**src/rtl/vend_sequencer.sv**
```systemverilog
// vend_sequencer: vending transaction controller.
// Accumulates nickel/dime credit, requests a dispense over req/ack, then
// returns change one nickel per pulse with CHG_GAP idle cycles in between.
// Optional feature macro: VEND_TIMEOUT_EN (dispense-ack timeout with sticky fault).
//
// Handshake: disp_req is a level that rises on entry to DISPENSE and stays
// high until the first cycle disp_ack is seen high while disp_req is high
// (or, with the timeout feature, until the timeout expires). disp_ack at any
// other time carries no meaning and is ignored.
module vend_sequencer #(
    parameter int PRICE_N     = 3,
    parameter int CHG_GAP     = 2,
    parameter int ACK_TIMEOUT = 255
) (
    input  logic       clk,
    input  logic       rst,
    input  logic       nickel,
    input  logic       dime,
    input  logic       cancel,
    input  logic       disp_ack,
    output logic       disp_req,
    output logic       chg_pulse,
    output logic [3:0] credit,
    output logic       coin_inhibit,
    output logic       fault,
    output logic [1:0] dbg_state
);

    typedef enum logic [1:0] {
        COLLECT  = 2'd0,
        DISPENSE = 2'd1,
        CHANGE   = 2'd2
    } state_t;

`ifdef VEND_TIMEOUT_EN
    localparam bit TMO_EN = 1'b1;
`else
    localparam bit TMO_EN = 1'b0;
`endif

    localparam int GW = $clog2(CHG_GAP + 1);
    localparam int TW = $clog2(ACK_TIMEOUT + 1);
    localparam logic [3:0]    PRICE    = 4'(PRICE_N);
    localparam logic [GW-1:0] GAP_MAX  = GW'(CHG_GAP);
    localparam logic [TW-1:0] TMO_LAST = TW'(ACK_TIMEOUT - 1);

    state_t        state, state_n;
    logic [GW-1:0] gap_cnt, gap_n;
    logic [TW-1:0] tmo_cnt, tmo_n;
    logic [3:0]    credit_n;
    logic [3:0]    sum;
    logic [3:0]    rem;
    logic          disp_req_n, chg_pulse_n, coin_inhibit_n, fault_n;

    assign dbg_state = state;

    // State and all Moore outputs are registered; reset aborts any transaction.
    always_ff @(posedge clk or negedge rst) begin
        if (!rst) begin
            state        <= COLLECT;
            gap_cnt      <= '0;
            tmo_cnt      <= '0;
            credit       <= '0;
            disp_req     <= 1'b0;
            chg_pulse    <= 1'b0;
            coin_inhibit <= 1'b0;
            fault        <= 1'b0;
        end else begin
            state        <= state_n;
            gap_cnt      <= gap_n;
            tmo_cnt      <= tmo_n;
            credit       <= credit_n;
            disp_req     <= disp_req_n;
            chg_pulse    <= chg_pulse_n;
            coin_inhibit <= coin_inhibit_n;
            fault        <= fault_n;
        end
    end

    // Next-state and next-output logic; every change pulse decrements credit
    // in the same cycle, so the pulse cycle already shows the reduced credit.
    always_comb begin
        state_n     = state;
        gap_n       = gap_cnt;
        tmo_n       = tmo_cnt;
        credit_n    = credit;
        disp_req_n  = 1'b0;
        chg_pulse_n = 1'b0;
        fault_n     = fault;
        sum         = credit + {3'b000, nickel} + {2'b00, dime, 1'b0};
        rem         = credit - PRICE;

        case (state)
            COLLECT: begin
                // Coins are added before a same-cycle cancel refunds the total.
                if (cancel && (sum != 4'd0)) begin
                    state_n     = CHANGE;
                    credit_n    = sum - 4'd1;
                    chg_pulse_n = 1'b1;
                    gap_n       = '0;
                end else begin
                    credit_n = sum;
                    if (sum >= PRICE) begin
                        state_n    = DISPENSE;
                        disp_req_n = 1'b1;
                        tmo_n      = '0;
                    end
                end
            end

            DISPENSE: begin
                disp_req_n = 1'b1;
                tmo_n      = tmo_cnt + 1'b1;
                if (disp_ack) begin
                    disp_req_n = 1'b0;
                    if (rem != 4'd0) begin
                        state_n     = CHANGE;
                        credit_n    = rem - 4'd1;
                        chg_pulse_n = 1'b1;
                        gap_n       = '0;
                    end else begin
                        state_n  = COLLECT;
                        credit_n = 4'd0;
                    end
                end else if (TMO_EN && (tmo_cnt == TMO_LAST)) begin
                    // No ack in time: give the whole credit back.
                    disp_req_n  = 1'b0;
                    fault_n     = 1'b1;
                    state_n     = CHANGE;
                    credit_n    = credit - 4'd1;
                    chg_pulse_n = 1'b1;
                    gap_n       = '0;
                end
            end

            CHANGE: begin
                if (credit == 4'd0) begin
                    state_n = COLLECT;
                end else if (gap_cnt == GAP_MAX) begin
                    chg_pulse_n = 1'b1;
                    credit_n    = credit - 4'd1;
                    gap_n       = '0;
                end else begin
                    gap_n = gap_cnt + 1'b1;
                end
            end

            default: begin
                state_n  = COLLECT;
                credit_n = 4'd0;
            end
        endcase

        coin_inhibit_n = (state_n != COLLECT);
    end

endmodule
```
**config.mk**
```make
export PLATFORM = sky130hd
export DESIGN_NAME = vend_sequencer
export DESIGN_NICKNAME = d
export VERILOG_FILES = /design/src/rtl/vend_sequencer.sv
export SDC_FILE = /design/constraint.sdc
export NUM_CORES = 1
export LEC_CHECK = 0
export CAP_MARGIN = 20
export CORE_MARGIN = 2
export CORE_UTILIZATION = 31
export DETAILED_ROUTE_END_ITERATION = 6
export SLEW_MARGIN = 20
export SYNTH_ARGS = -nofsm -noshare
export SYNTH_HDL_FRONTEND = slang
export SYNTH_SLANG_ARGS = --single-unit
```
**constraint.sdc**
```tcl
create_clock -name clk -period 6.83 [get_ports clk]
set_clock_uncertainty 0.2 [all_clocks]
set_input_delay 1.7075 -clock clk [delete_from_list [all_inputs] [get_ports clk]]
set_output_delay 1.7075 -clock clk [all_outputs]
set_load 0.005 [all_outputs]
```
==> results.json <==
{
  "status": "finished, final reports clean",
  "design.core.area_sq_mm": 0.00336,
  "postLayoutCellArea_sq_mm": 0.00128,
  "dr.first_iter.drc_count": 20,
  "power_frac_clock_pct": 7.4,
  "synth-seq-area-share_pct": 25.0,
  "area_growth_pct": 16.7,
  "cp_max_fo": 5,
  "post_cts_buffers": 0,
  "worst_pin_slew_ns": 0.647,
  "vdd_drop_max_v": 0.000119,
  "p_per_area_mw_per_mm2": 472,
  "hold_buffers": 0,
  "multi_input_area_sq_um": 756,
  "avgRoutedWirePerCell_um": 13.1,
  "antenna_found_initial": 0,
  "drc": 0,
  "cpMostUsedCell": "ha_1",
  "final_net_count": 150,
  "cp.arrival_ns": 4.27,
  "start_kind": "input port",
  "r2r-end": "credit[1]",
  "routed_wl_mm": 2.38,
  "htreeDepth": 1,
  "min_path_type": "reg -> reg",
  "numCtsBuffers": 3,
  "fmax_mhz": 235,
  "finalHoldViolations": 0,
  "cpPeakStageDelay_ns": 0.55,
  "p_sw_mw": 0.283,
  "required_ns": 6.83,
  "intPower_mw": 0.324,
  "ios": 16,
  "p_comb_share_pct": 65.2,
  "clockBufferDepth": 2,
  "period_share_pct": 62.4,
  "cp-startpoint": "nickel",
  "core.rowCount": 21,
  "hpwl_mm": 1.81,
  "ys_types": 52,
  "netlist_instances": 124,
  "crit_chain": "clkdlybuf4s50_1, ha_1, inv_1, fa_1, ha_1, nand2_1, o31ai_1, a31oi_2, mux2_4, o211ai_2",
  "firstDrtPassIters": 4,
  "total_leakage_power_nw": 0.516,
  "layout_setup_ws_ns": 2.57,
  "cts_resized": 0,
  "setup_viol": 0,
  "synth_warnings": 0,
  "reg2reg_depth": 9,
  "met2_usage_pct": 21.7,
  "worstSetupEndpoint": "credit[1]",
  "place_area_sq_mm": 0.00126,
  "syn_nets": 138,
  "maxSlewViolCount": 0,
  "place_ws_ns": 2.28,
  "antennaDiodeCount": 0,
  "cts_root_buffer": "clkbuf_4",
  "clk_latency_ns": 0.27,
  "viasPerCell": 5.36,
  "start_util_pct": 32.7,
  "cts.sinks": 11,
  "busiest_layer": "met2",
  "cts_tree": "done",
  "r2r-start": "credit[0]",
  "grt_max_degree": 20,
  "grt.total_usage_pct": 12.9,
  "ant_nets": 0,
  "fin_tns_setup_ns": 0,
  "rsz0062_at_grt": "false",
  "synth_seq_cells": 11,
  "endpoint_kind": "register",
  "die_h_um": 63.6,
  "portBuffers": 14,
  "place_congestion": 0.829,
  "synth_area_sq_mm": 0.00110,
  "gr-total-overflow": 0,
  "avgSynthCellArea_sq_um": 8.88,
  "grt_util_met1_pct": 17.0,
  "drv_cap": 0,
  "drive_gt1_share_pct": 10.4,
  "swShare_pct": 46.7,
  "seqPwrFrac_pct": 27.4,
  "post-route-util_pct": 38.2,
  "grtUsageMet3_pct": 0.714,
  "dieArea_sq_mm": 0.00404,
  "grt_pass1_wl_mm": 4.24,
  "crit_type": "in -> reg",
  "nFillCells": 373,
  "crit_slowest_cell": "fa_1",
  "ff_latch_area_sq_um": 275,
  "min_period_ns": 4.26,
  "clk_pin_slew_worst_paths_ns": 0.08,
  "via_count": 970,
  "die_w_um": 63.6,
  "max_slew_margin_pct": 56.9,
  "grt_pass1_vias": 950,
  "r2r_slack_ns": 3.79
}
## cell usage in the layout (no fill, tap or decap), types with 4 or more instances in the layout
cell / instances
ha_1: 7
dfrtp_1: 11
nand2_1: 8
nor2_1: 4
o21ai_0: 6
inv_1: 8
nor2b_1: 5
xnor2_1: 5
clkdlybuf4s50_1: 14
a21oi_1: 7
## registers in the layout, summed over array words and instances (netlist names)
| name | count |
|---|---|
| chg_pulse | 1 |
| coin_inhibit | 1 |
| credit | 4 |
| dbg_state | 2 |
| disp_req | 1 |
| gap_cnt | 2 |
## how the worst min path moves through the flow
stage          startpoint    endpoint  depth (start not counted)
3_3_place_gp   gap_cnt[0]  gap_cnt[0]                          1
5_1_grt        gap_cnt[0]  gap_cnt[0]                          1
6_report       gap_cnt[0]  gap_cnt[0]                          1
4_1_cts        gap_cnt[0]  gap_cnt[0]                          1
3_5_place_dp   gap_cnt[0]  gap_cnt[0]                          1
2_1_floorplan  gap_cnt[0]  gap_cnt[0]                          1
## critical path: cells and delay by family
family                     cells  cell delay [ns]
AOI/OAI and AO/OA              3             0.56
adders and majority gates      3             1.03
buffers and inverters          2             0.53
muxes                          1             0.36
and+or+nand+nor                1             0.07
## logic make-up after synthesis
group	Yosys count	synth area share [%]
simple gates	33	16.0
flops	11	25.0
other cells	1	0.341
mux	3	3.30
xor+xnor	8	7.05
fa+ha+maj	8	9.77
buf+inv	15	6.36
compound gates	45	32.2
## power groups by stage
| stage | sequential, mW | clock (mW) | combinational (mW) |
|---|---|---|---|
| 3_5_place_dp | 0.167 | 0 | 0.395 |
| 5_1_grt | 0.175 | 0.0491 | 0.445 |
| 3_3_place_gp | 0.163 | 0 | 0.387 |
| 4_1_cts | 0.165 | 0.0455 | 0.397 |
| 2_1_floorplan | 0.127 | 0 | 0.329 |
| 6_report | 0.166 | 0.0449 | 0.395 |
## Yosys cell counts (all sizes together)
| cell | instances | area (sq um) |
|---|---|---|
| dfrtp | 11 | 275 |
| o21ai | 9 | 56.3 |
| a21oi | 8 | 51.3 |
| inv | 8 | 30.0 |
| nand2 | 8 | 30.0 |
| ha | 7 | 87.6 |
| nor2b | 5 | 31.3 |
| xnor2 | 5 | 43.8 |
| buf | 4 | 28.8 |
| nor2 | 4 | 15.0 |
| clkbuf | 3 | 11.3 |
| nand2b | 3 | 18.8 |
| nand3 | 3 | 15.0 |
| nor3 | 3 | 15.0 |
| o211ai | 3 | 27.5 |
| xor2 | 3 | 33.8 |
| a22o | 2 | 17.5 |
| a2bb2oi | 2 | 17.5 |
| a31oi | 2 | 18.8 |
| and3b | 2 | 17.5 |
| mux2 | 2 | 26.3 |
| o21a | 2 | 15.0 |
| o221ai | 2 | 17.5 |
| o22ai | 2 | 12.5 |
| o31ai | 2 | 15.0 |
| o41ai | 2 | 17.5 |
| a211oi | 1 | 7.51 |
| a21boi | 1 | 11.3 |
| a21o | 1 | 7.51 |
| a221o | 1 | 10.0 |
| a22oi | 1 | 7.51 |
| a31o | 1 | 8.76 |
| a32oi | 1 | 16.3 |
| conb | 1 | 3.75 |
| fa | 1 | 20.0 |
| mux2i | 1 | 10.0 |
| nand3b | 1 | 7.51 |
| nand4 | 1 | 6.26 |
| nor3b | 1 | 7.51 |
| o21ba | 1 | 10.0 |
| o22a | 1 | 8.76 |
| or2 | 1 | 6.26 |
| or3 | 1 | 6.26 |
## routing by layer
metal	wire (um)	up-vias	share of wire [%]
li1	-	473	-
met1	1080	465	46
met2	1160	28	49
met3	95	4	4.0
met4	38	0	1.6
met5	0	-	0
## final cells by class
class | instances | area share, %
multi-input cells | 98 | 58.8
flip-flops and latches | 11 | 21.4
repair buffers | 14 | 10.9
well taps | 46 | 4.48
inverters | 8 | 2.34
clock buffers | 4 | 2.04
## stage by stage
step / instances / hold WS, ns / power [mW]
6_report: 181 / 0.376 / 0.607
5_1_grt: 181 / 0.427 / 0.668
4_1_cts: 181 / 0.382 / 0.607
3_5_place_dp: 177 / 0.364 / 0.561
3_3_place_gp: 177 / 0.340 / 0.550
2_1_floorplan: 124 / 0.318 / 0.456
Power figures use the tool's default switching activity.
